--- config.mk ---
export PLATFORM = sky130hd
export DESIGN_NAME = apb_cmd_master
export DESIGN_NICKNAME = d
export VERILOG_FILES = /design/src/rtl/apb_cmd_master.sv
export SDC_FILE = /design/constraint.sdc
export NUM_CORES = 1
export LEC_CHECK = 0
export ABC_AREA = 1
export CAP_MARGIN = 5
export CORE_ASPECT_RATIO = 1.25
export CORE_MARGIN = 5
export CORE_UTILIZATION = 44
export DETAILED_ROUTE_END_ITERATION = 12
export GPL_ROUTABILITY_DRIVEN = 0
export PLACE_DENSITY = 0.95
export SKIP_CTS_REPAIR_TIMING = 1
export SYNTH_ARGS = -nofsm -noshare
export SYNTH_HDL_FRONTEND = slang
export SYNTH_SLANG_ARGS = --single-unit
export TNS_END_PERCENT = 20
--- constraint.sdc ---
create_clock -name CLK -period 4.7 [get_ports CLK]
set_input_delay 0.47 -clock CLK [delete_from_list [all_inputs] [get_ports CLK]]
set_output_delay 0.47 -clock CLK [all_outputs]
set_load 0.05 [all_outputs]
--- src/rtl/apb_cmd_master.sv ---
// APB initiator: turns one request/response stream into APB transfers
// on the FC, CONV and POOL register ports, with a bounded PREADY wait.
module apb_cmd_master #(
  parameter int TIMEOUT_CYCLES = 255
) (
  input  logic        CLK,
  input  logic        RESET,
  input  logic        REQ_VALID,
  output logic        REQ_READY,
  input  logic        REQ_WRITE,
  input  logic [31:0] REQ_ADDR,
  input  logic [31:0] REQ_WDATA,
  output logic        RSP_VALID,
  input  logic        RSP_READY,
  output logic [31:0] RSP_RDATA,
  output logic [1:0]  RSP_ERR,
  output logic [31:0] PADDR,
  output logic        PWRITE,
  output logic [31:0] PWDATA,
  output logic        PENABLE,
  output logic        PSEL_FC,
  output logic        PSEL_CONV,
  output logic        PSEL_POOL,
  input  logic [31:0] PRDATA_FC,
  input  logic [31:0] PRDATA_CONV,
  input  logic [31:0] PRDATA_POOL,
  input  logic        PREADY_FC,
  input  logic        PREADY_CONV,
  input  logic        PREADY_POOL,
  input  logic        PSLVERR_FC,
  input  logic        PSLVERR_CONV,
  input  logic        PSLVERR_POOL
);

  localparam int CW = $clog2(TIMEOUT_CYCLES + 1);
  localparam logic [CW-1:0] LAST = CW'(TIMEOUT_CYCLES - 1);

  typedef enum logic [1:0] {
    IDLE,
    SETUP,
    ACCESS,
    RESP
  } state_t;

  state_t        state;
  logic [2:0]    tgt;
  logic [2:0]    hit;
  logic [CW-1:0] cnt;
  logic          s_ready;
  logic          s_err;
  logic [31:0]   s_rdata;

  assign REQ_READY = (state == IDLE) & ~RESET;
  assign RSP_VALID = (state == RESP);

  always_comb begin
    hit = 3'b000;
    unique case (REQ_ADDR[31:28])
      4'h0:    hit = 3'b001;
      4'h1:    hit = 3'b010;
      4'h2:    hit = 3'b100;
      default: hit = 3'b000;
    endcase
  end

  // only the latched target's inputs are looked at
  always_comb begin
    s_ready = 1'b0;
    s_err   = 1'b0;
    s_rdata = '0;
    unique case (1'b1)
      tgt[0]: begin
        s_ready = PREADY_FC;
        s_err   = PSLVERR_FC;
        s_rdata = PRDATA_FC;
      end
      tgt[1]: begin
        s_ready = PREADY_CONV;
        s_err   = PSLVERR_CONV;
        s_rdata = PRDATA_CONV;
      end
      tgt[2]: begin
        s_ready = PREADY_POOL;
        s_err   = PSLVERR_POOL;
        s_rdata = PRDATA_POOL;
      end
      default: ;
    endcase
  end

  always_ff @(posedge CLK) begin
    if (RESET) begin
      state     <= IDLE;
      tgt       <= '0;
      cnt       <= '0;
      PSEL_FC   <= 1'b0;
      PSEL_CONV <= 1'b0;
      PSEL_POOL <= 1'b0;
      PENABLE   <= 1'b0;
      PWRITE    <= 1'b0;
      PADDR     <= '0;
      PWDATA    <= '0;
      RSP_RDATA <= '0;
      RSP_ERR   <= 2'b00;
    end else begin
      unique case (state)
        IDLE: begin
          if (REQ_VALID) begin
            tgt    <= hit;
            PADDR  <= REQ_ADDR;
            PWRITE <= REQ_WRITE;
            PWDATA <= REQ_WDATA;
            cnt    <= '0;
            if (|hit) begin
              {PSEL_POOL, PSEL_CONV, PSEL_FC} <= hit;
              state <= SETUP;
            end else begin
              RSP_ERR   <= 2'b11;
              RSP_RDATA <= '0;
              state     <= RESP;
            end
          end
        end
        SETUP: begin
          PENABLE <= 1'b1;
          state   <= ACCESS;
        end
        ACCESS: begin
          if (s_ready) begin
            {PSEL_POOL, PSEL_CONV, PSEL_FC} <= 3'b000;
            PENABLE   <= 1'b0;
            RSP_ERR   <= s_err ? 2'b01 : 2'b00;
            RSP_RDATA <= (!s_err && !PWRITE) ? s_rdata : '0;
            state     <= RESP;
          end else if (cnt == LAST) begin
            {PSEL_POOL, PSEL_CONV, PSEL_FC} <= 3'b000;
            PENABLE   <= 1'b0;
            RSP_ERR   <= 2'b10;
            RSP_RDATA <= '0;
            state     <= RESP;
          end else begin
            cnt <= cnt + CW'(1);
          end
        end
        RESP: begin
          if (RSP_READY) state <= IDLE;
        end
        default: state <= IDLE;
      endcase
    end
  end

endmodule

# == Word-level counts from Yosys, hierarchy flattened ==
# Cells that the tools add are included.
# word_totals
reg_bits,116
inputBits,171
out_inout_bits,105
# op_classes
n_addsub,1
n_eq_ne,13
muxes,38
n_bitwise,2
reduce_logical,14
# ops
operator,count
32-bit 2-to-1 mux,5
32-bit case mux with 3 select lines,1
32-bit case mux with 2 select lines,1
8-bit 2-to-1 mux,3
2-bit 2-to-1 mux,9
8-bit case mux with 2 select lines,1
4-bit AND reduction,3
1-bit 2-to-1 mux,9
3-bit case mux with 3 select lines,1
"8-bit by 1-bit adder with 8-bit output, second input constant",1
"8-bit equality test, second input constant",1
"2-bit != test, second input constant",4
1-bit case mux with 2 select lines,4
2-bit case mux with 4 select lines,1
1-bit case mux with 3 select lines,2
"2-bit equality test, second input constant",2
"4-bit by 1-bit equality test with 1-bit output, second input constant",1
"4-bit by 2-bit equality test with 1-bit output, second input constant",1
4-bit logical NOT,1
"2-bit by 1-bit != test with 1-bit output, second input constant",2
2-bit case mux with 2 select lines,1
2-bit AND reduction,2
2-bit nonzero test,2
"3-bit != test, second input constant",1
8 further kinds,9

# == Depth between registers and ports, before layout ==
# logic_depth
ltp_word,6
ltp_mapped,11
mapped_depth_nobuf,10

# == Worst setup path after synthesis ==
# No wires, ideal clock.
# synth_path
path_type,input port to output port
from,input RESET
to,output REQ_READY
arrival_time_ns,1.482
setup_slack_ns,2.748
cell_stages,3
path_buffers,2
cell_sequence,buf_2 > clkbuf_1 > nor2_1
# synth_between
elab_chain_len,2
# synth_rtl
item,line,text
"start, declared",7,"input logic RESET,"
1-bit inverter,53,assign REQ_READY = (state == IDLE) & ~RESET;
1-bit bitwise AND,53,
"end, declared",9,"output logic REQ_READY,"
# No other way between the ends.

# == Worst setup path in the final report ==
# Ends and elaborated chain as after synthesis.

==> run_results.csv <==
group,metric,value,unit
status,status,"finished, final reports clean",
critical_path,crit_fanout,19,
routing,top_layer_used,"met4",
floorplanning,io_pins,276,
logic_synthesis,ys_async_sr_fraction,0,
floorplanning,floorplan.initialDensity,0.453,
routing,wl_met2,9580,um
critical_path,cp.arrival,2.35,ns
finish,drive_gt1_frac,0.0471,
clocking,clock_sinks,116,
logic_synthesis,ys_seq_elements,116,
critical_path,cpMaxStageDelayCell,"clkdlybuf4s50_1",
global_route,grt_pass1_vias,6280,
global_route,grt_first_pass_wirelength,29100,um
logic_synthesis,synth_seq_area_share,0.420,
min_path,holdPathEnd,"PADDR[28]$_SDFFE_PP0P_",
sta,worst_slew_pin_slew,1.12,ns
placement,place_ws,1.60,ns
sta,fin_setup_tns,0,ns
critical_path,r2r_slack,2.09,ns
sta,fmax,354,MHz
pwr,finalPower,5800,uW
run,cap_violations,0,
pwr,ir_drop,0.000376,V
sta,min_period_over_period,0.600,
critical_path,rr_endpoint,"RSP_RDATA[0]$_SDFFE_PP0P_",
clocking,cts_max_level,4,
floorplanning,core,0.0122,mm2
sta,setup_ws,1.88,ns
clocking,clkLatencyLatePin,0.41,ns
finish,final_util,0.724,
routing,postRouteAntennaNets,0,
critical_path,cp.required,4.23,ns
placement,place.port_buffers,275,
logic_synthesis,synth-edff-count,0,
finish,fill_cells,941,
sta,finalCriticalPeriod,2.82,ns
logic_synthesis,yosys.area.top_type_share,0.420,
clocking,clockRootBuffer,"clkbuf_16",
floorplanning,die_w,110,um
critical_path,r2r-start,"state[0]$_SDFFE_PP0P_",
sta,finalSetupViolations,0,
routing,drt_iter0_markers,231,
min_path,hold_start,"PADDR[28]$_SDFFE_PP0P_",
routing,m1WireLength,6570,um
sta,slew_violations,0,
logic_synthesis,avgSynthCellArea,6.40,um2
routing,post_drt_wl_per_cell,14.7,um
logic_synthesis,syn_nets,1040,
min_path,hold_depth,2,
routing,vias,6246,
min_path,hold_class,"reg2reg",
logic_synthesis,yosys_warnings,0,
clocking,clkTransAtPathRegs,0.06,ns
global_route,antenna_found_initial,0,
logic_synthesis,synth.cell_area,0.00553,mm2
logic_synthesis,synthTopCellsByCount,"nor2_1 (240), nand2_1 (235), dfxtp_1 (116), o21ai_0 (70), inv_1 (52)",
finish,seqCellArea,0.00232,mm2
critical_path,worst_setup_path_end_kind,"primary output",
logic_synthesis,synth_cells,864,
logic_synthesis,yosys.area.top_type,"dfxtp_1",
sta,max_slew_margin,0.255,
routing,wl,18900,um
finish,nets,1289,
clocking,numCtsBuffers,17,
critical_path,path_common_cell,"clkdlybuf4s50_1",
routing,firstDrtPassIters,5,
logic_synthesis,synth_cell_types,29,
floorplanning,die_h,135,um
critical_path,startpoint_type,"input port",
finish,area_growth,60.1,%
critical_path,crit_chain,"clkdlybuf4s50_1, nor2_1, clkdlybuf4s50_1",
pwr,leakage,0.00370,uW
global_route,grt_max_degree,81,
logic_synthesis,yosys_most_used_dff,"dfxtp_1",
global_route,gr-total-overflow,0,
routing,remaining_drc_errors,0,
critical_path,critPathMaxStageDelay,0.83,ns
sta,finalHoldViolations,0,
clocking,clock_path_buffers,2,
floorplanning,dieArea,0.0149,mm2
routing,viasPerCell,4.84,
logic_synthesis,synth.area.top_cells,"dfxtp_1 (42%), nor2_1 (16%), nand2_1 (16%), o21ai_0 (6.3%), nand3_1 (4.4%)",
floorplanning,rows,45,
finish,n_antenna_cell,0,
global_route,grt_usage,0.246,
critical_path,worstSetupPathType,"in2out",
routing,route.met3.wl,2230,um
sta,fin_worst_skew,0.00927,ns
finish,multi_input_area,0.00273,mm2
critical_path,reg2reg_depth,9,
sta,rsz0062_at_grt,"false",
clocking,cts_tree,"yes",
logic_synthesis,yosys.cell_count.top_type,"nor2_1",
placement,hpwl,14000,um
pwr,power.density,656,mW/mm2
==> layer usage <==
| metal | vias to the layer above | track usage |
|---|---|---|
| met5 | - | 0 |
| met4 | 0 | 0.105 |
| met3 | 38 | 0.101 |
| met2 | 260 | 0.445 |
| met1 | 2788 | 0.243 |
| li1 | 3160 | - |
==> layout by cell type, fill, tap and decap left out <==
| master | synthesis | layout |
|---|---|---|
| a211oi_1 | 1 | 1 |
| a21oi_1 | 14 | 14 |
| and2_1 | 2 | 2 |
| buf_4 | 3 | 6 |
| bufinv_16 | 0 | 1 |
| clkbuf_16 | 0 | 17 |
| clkbuf_8 | 0 | 1 |
| clkdlybuf4s50_1 | 0 | 275 |
| clkinv_4 | 0 | 2 |
| clkinvlp_4 | 0 | 3 |
| dfxtp_1 | 116 | 116 |
| ha_1 | 5 | 5 |
| inv_1 | 52 | 52 |
| inv_2 | 4 | 5 |
| inv_6 | 0 | 8 |
| nand2_1 | 235 | 234 |
| nand2_2 | 2 | 3 |
| nand3_1 | 49 | 49 |
| nand3_2 | 2 | 2 |
| nand3b_1 | 1 | 1 |
| nand3b_4 | 1 | 1 |
| nor2_1 | 240 | 240 |
| nor2_2 | 2 | 2 |
| nor2_4 | 1 | 1 |
| nor3_1 | 3 | 3 |
| nor3_4 | 1 | 1 |
| o21ai_0 | 70 | 70 |
| o21ai_1 | 1 | 1 |
| o21bai_1 | 6 | 6 |
| or2_1 | 1 | 1 |
| xor2_1 | 3 | 3 |
==> where the power goes <==
| part | internal [uW] | switching (uW) |
|---|---|---|
| Clock | 756 | 497 |
| Combinational | 1020 | 2090 |
| Sequential | 1290 | 158 |
==> sequential cells by signal, summed over array words and instances (netlist names) <==
name / count
tgt: 3
PSEL_POOL: 1
PSEL_FC: 1
RSP_ERR: 2
state: 2
PENABLE: 1
PWDATA: 32
PWRITE: 1
RSP_RDATA: 32
PADDR: 32
PSEL_CONV: 1
cnt: 8
==> through the flow <==
| stage | instance area, um2 | instances | hold WS, ns |
|---|---|---|---|
| 2_1_floorplan | 5530 | 864 | 0.481 |
| 3_3_place_gp | 8270 | 1258 | 0.455 |
| 3_5_place_dp | 8270 | 1258 | 0.455 |
| 4_1_cts | 8850 | 1290 | 0.478 |
| 5_1_grt | 8850 | 1290 | 0.507 |
| 6_report | 8850 | 1290 | 0.473 |
==> critical path, delay by kind of cell <==
kind          cells  cell delay, ns
buf+inv           2            1.60
simple gates      1            0.28
==> worst max-delay path by stage <==
stage | from | endpoint | slack (ns) | depth (start not counted)
finish | RESET | REQ_READY | 1.88 | 3
global route | REQ_ADDR[28] | RSP_RDATA[27]$_SDFFE_PP0P_ | 1.70 | 10
CTS | RESET | REQ_READY | 1.79 | 3
detailed placement | REQ_ADDR[28] | RSP_RDATA[29]$_SDFFE_PP0P_ | 1.60 | 10
global placement | REQ_ADDR[28] | RSP_RDATA[30]$_SDFFE_PP0P_ | 1.71 | 9
floorplan | RESET | REQ_READY | 2.75 | 3
==> area by class of cell <==
cell class	instances	share of cell area
Timing Repair Buffer	281	0.316
Tap cell	164	0.0232
Clock buffer	18	0.0496
Inverter	57	0.0242
Sequential cell	116	0.262
Multi-Input combinational cell	640	0.309
Clock inverter	14	0.0158
==> kinds of logic after synthesis <==
kind of cell,count (synthesis),synth area share
XOR/XNOR,3,0.00475
buffers and inverters,108,0.0864
adder cells (fa/ha/maj),5,0.0113
AO/OA/AOI/OAI,92,0.0864
AND/OR/NAND/NOR,540,0.391
flip-flops,116,0.420
(Power assumes the default switching activity.)
==> patch (same flow settings) <==
Re-encode `state_t` (4 states) as one-hot, 4 bits wide.
--- a/src/rtl/apb_cmd_master.sv
+++ b/src/rtl/apb_cmd_master.sv
@@ -35,11 +35,11 @@
   localparam int CW = $clog2(TIMEOUT_CYCLES + 1);
   localparam logic [CW-1:0] LAST = CW'(TIMEOUT_CYCLES - 1);
 
-  typedef enum logic [1:0] {
-    IDLE,
-    SETUP,
-    ACCESS,
-    RESP
+  typedef enum logic [3:0] {
+    IDLE   = 4'b0001,
+    SETUP  = 4'b0010,
+    ACCESS = 4'b0100,
+    RESP   = 4'b1000
   } state_t;
 
   state_t        state;
Function: same outputs for any inputs over 4 cycles, from zero or initial values and one cycle with RESET high; so few cycles prove little.
==> patch against the unedited design <==
  * Critical endpoint is now RSP_RDATA[19]
  * Cell count down 12%
  * Non-clock buffer count unchanged
  * Final area down 5.0%
  * Sequential cell count up 2
  * Critical path depth up 4
  * Critical path type is now reg -> reg
  * Maximum frequency up 2.6%
  * Worst setup slack better by 0.070 ns
  * Sequential share of layout area up 1.9 points
  * Synthesized area down 7.3%
  * Routed wire length down 1.3%
Power is not compared: it rests on default switching activity, and its combinational part moved more than twofold at a synthesized area within 25%.
==> patch: results (changes against the unedited design) <==
Run status
  – Outcome: completed (unchanged)

Min path
  – Hold path startpoint: RSP_ERR[1] (was PADDR[28])
  – WHS Endpoint: RSP_ERR[1] (was PADDR[28])

Routing
  – Final wirelength: 18700 um (was 18900 um)
  – Via count: 5886 (was 6246)
  – DR vias/cell: 5.16 (was 4.84)
  – Metal2 WL: 9500 um (was 9580 um)
  – DRT met1 WL: 6490 um (was 6570 um)

Logic synthesis
  – Xor-xnor portion of the synthesized cell area: 0.00342 (was 0.00475)
  – Compound-Gate Fraction of Synth Area: 0.118 (was 0.0864)
  – Mapped Nets: 910 (was 1040)
  – Adder-Cell Fraction of Synth Area: 0.00488 (was 0.0113)
  – Post-synthesis sequential area ratio: 0.461 (was 0.420)
  – Synth cell count leaders: nand2_1 (206), nor2_1 (147), dfxtp_1 (118), o21ai_0 (68), a21oi_1 (50) (was nor2_1 (240), nand2_1 (235), dfxtp_1 (116), o21ai_0 (70), inv_1 (52))
  – Syn avg cell area: 6.96 um^2 (was 6.40 um^2)
  – Synth area leaders: dfxtp_1 (46%), nand2_1 (15%), nor2_1 (11%), o21ai_0 (6.6%), a21oi_1 (4.9%) (was dfxtp_1 (42%), nor2_1 (16%), nand2_1 (16%), o21ai_0 (6.3%), nand3_1 (4.4%))

STA
  – Worst setup margin: 1.95 ns (was 1.88 ns)
  – Layout Skew: 0.0102 ns (was 0.00927 ns)
  – Relative slew slack: 0.273 (was 0.255)
  – Hold slack: 0.451 ns (was 0.473 ns)

Setup path
  – Crit path from: tgt[1] (was RESET)
  – R2R depth: 7 (was 9)
  – Crit path max fanout: 23 (was 19)
  – CP top delay family: simple AND/OR/NAND/NOR gates (was buffers and inverters)
  – CP Data Arrival Time: 3.09 ns (was 2.35 ns)

Placed design
  – DPL Wire Length: 13500 um (was 14000 um)
  – Worst slack, placed: 1.98 ns (was 1.60 ns)
  – DP Cell Count: 1109 (was 1258)
  – Placed cell areas: 7820 um^2 (was 8270 um^2)

Layout
  – Nets@finish: 1163 (was 1289)
  – Filler Cell Count: 840 (was 941)
  – Layout cell share with drive strength beyond 1: 0.0578 (was 0.0471)
  – Layout Utilization: 0.730 (was 0.724)

Global route
  – Vias in the first global route: 5743 (was 6280)
  – GRT Overall Usage: 0.254 (was 0.246)
  – Largest net degree at the start of global routing: 72 (was 81)
  – Met2 Use GR: 0.466 (was 0.445)
  – First-pass GRT wire length: 27800 um (was 29100 um)
-- patch: cell types whose count changed after synthesis, moves of 4 or more --
cell | unedited run | this run
nand2_1 | 235 | 206
a21oi_1 | 14 | 50
inv_1 | 52 | 15
nand3_1 | 49 | 45
o21bai_1 | 6 | 2
clkbuf_1 | 27 | 23
nand4_1 | 0 | 13
nor2_1 | 240 | 147
buf_6 | 6 | 10
-- patch: area by class of cell --
| class | count | area share |
|---|---|---|
| Timing Repair Buffer | 281 | 0.332 |
| Multi-Input combinational cell | 551 | 0.288 |
| Sequential cell | 118 | 0.281 |
| Clock buffer | 18 | 0.0523 |
| Tap cell | 138 | 0.0205 |
| Clock inverter | 14 | 0.0167 |
| Inverter | 21 | 0.00938 |
-- patch: worst register-to-register path, stage by stage (launching register included) --
cell,delay (ns)
dfxtp_1,0.74
buf_4,0.36
nand2_1,0.12
nand3_1,0.35
nand2_2,0.14
nor3_4,0.68
nand2_1,0.13
a21oi_1,0.17
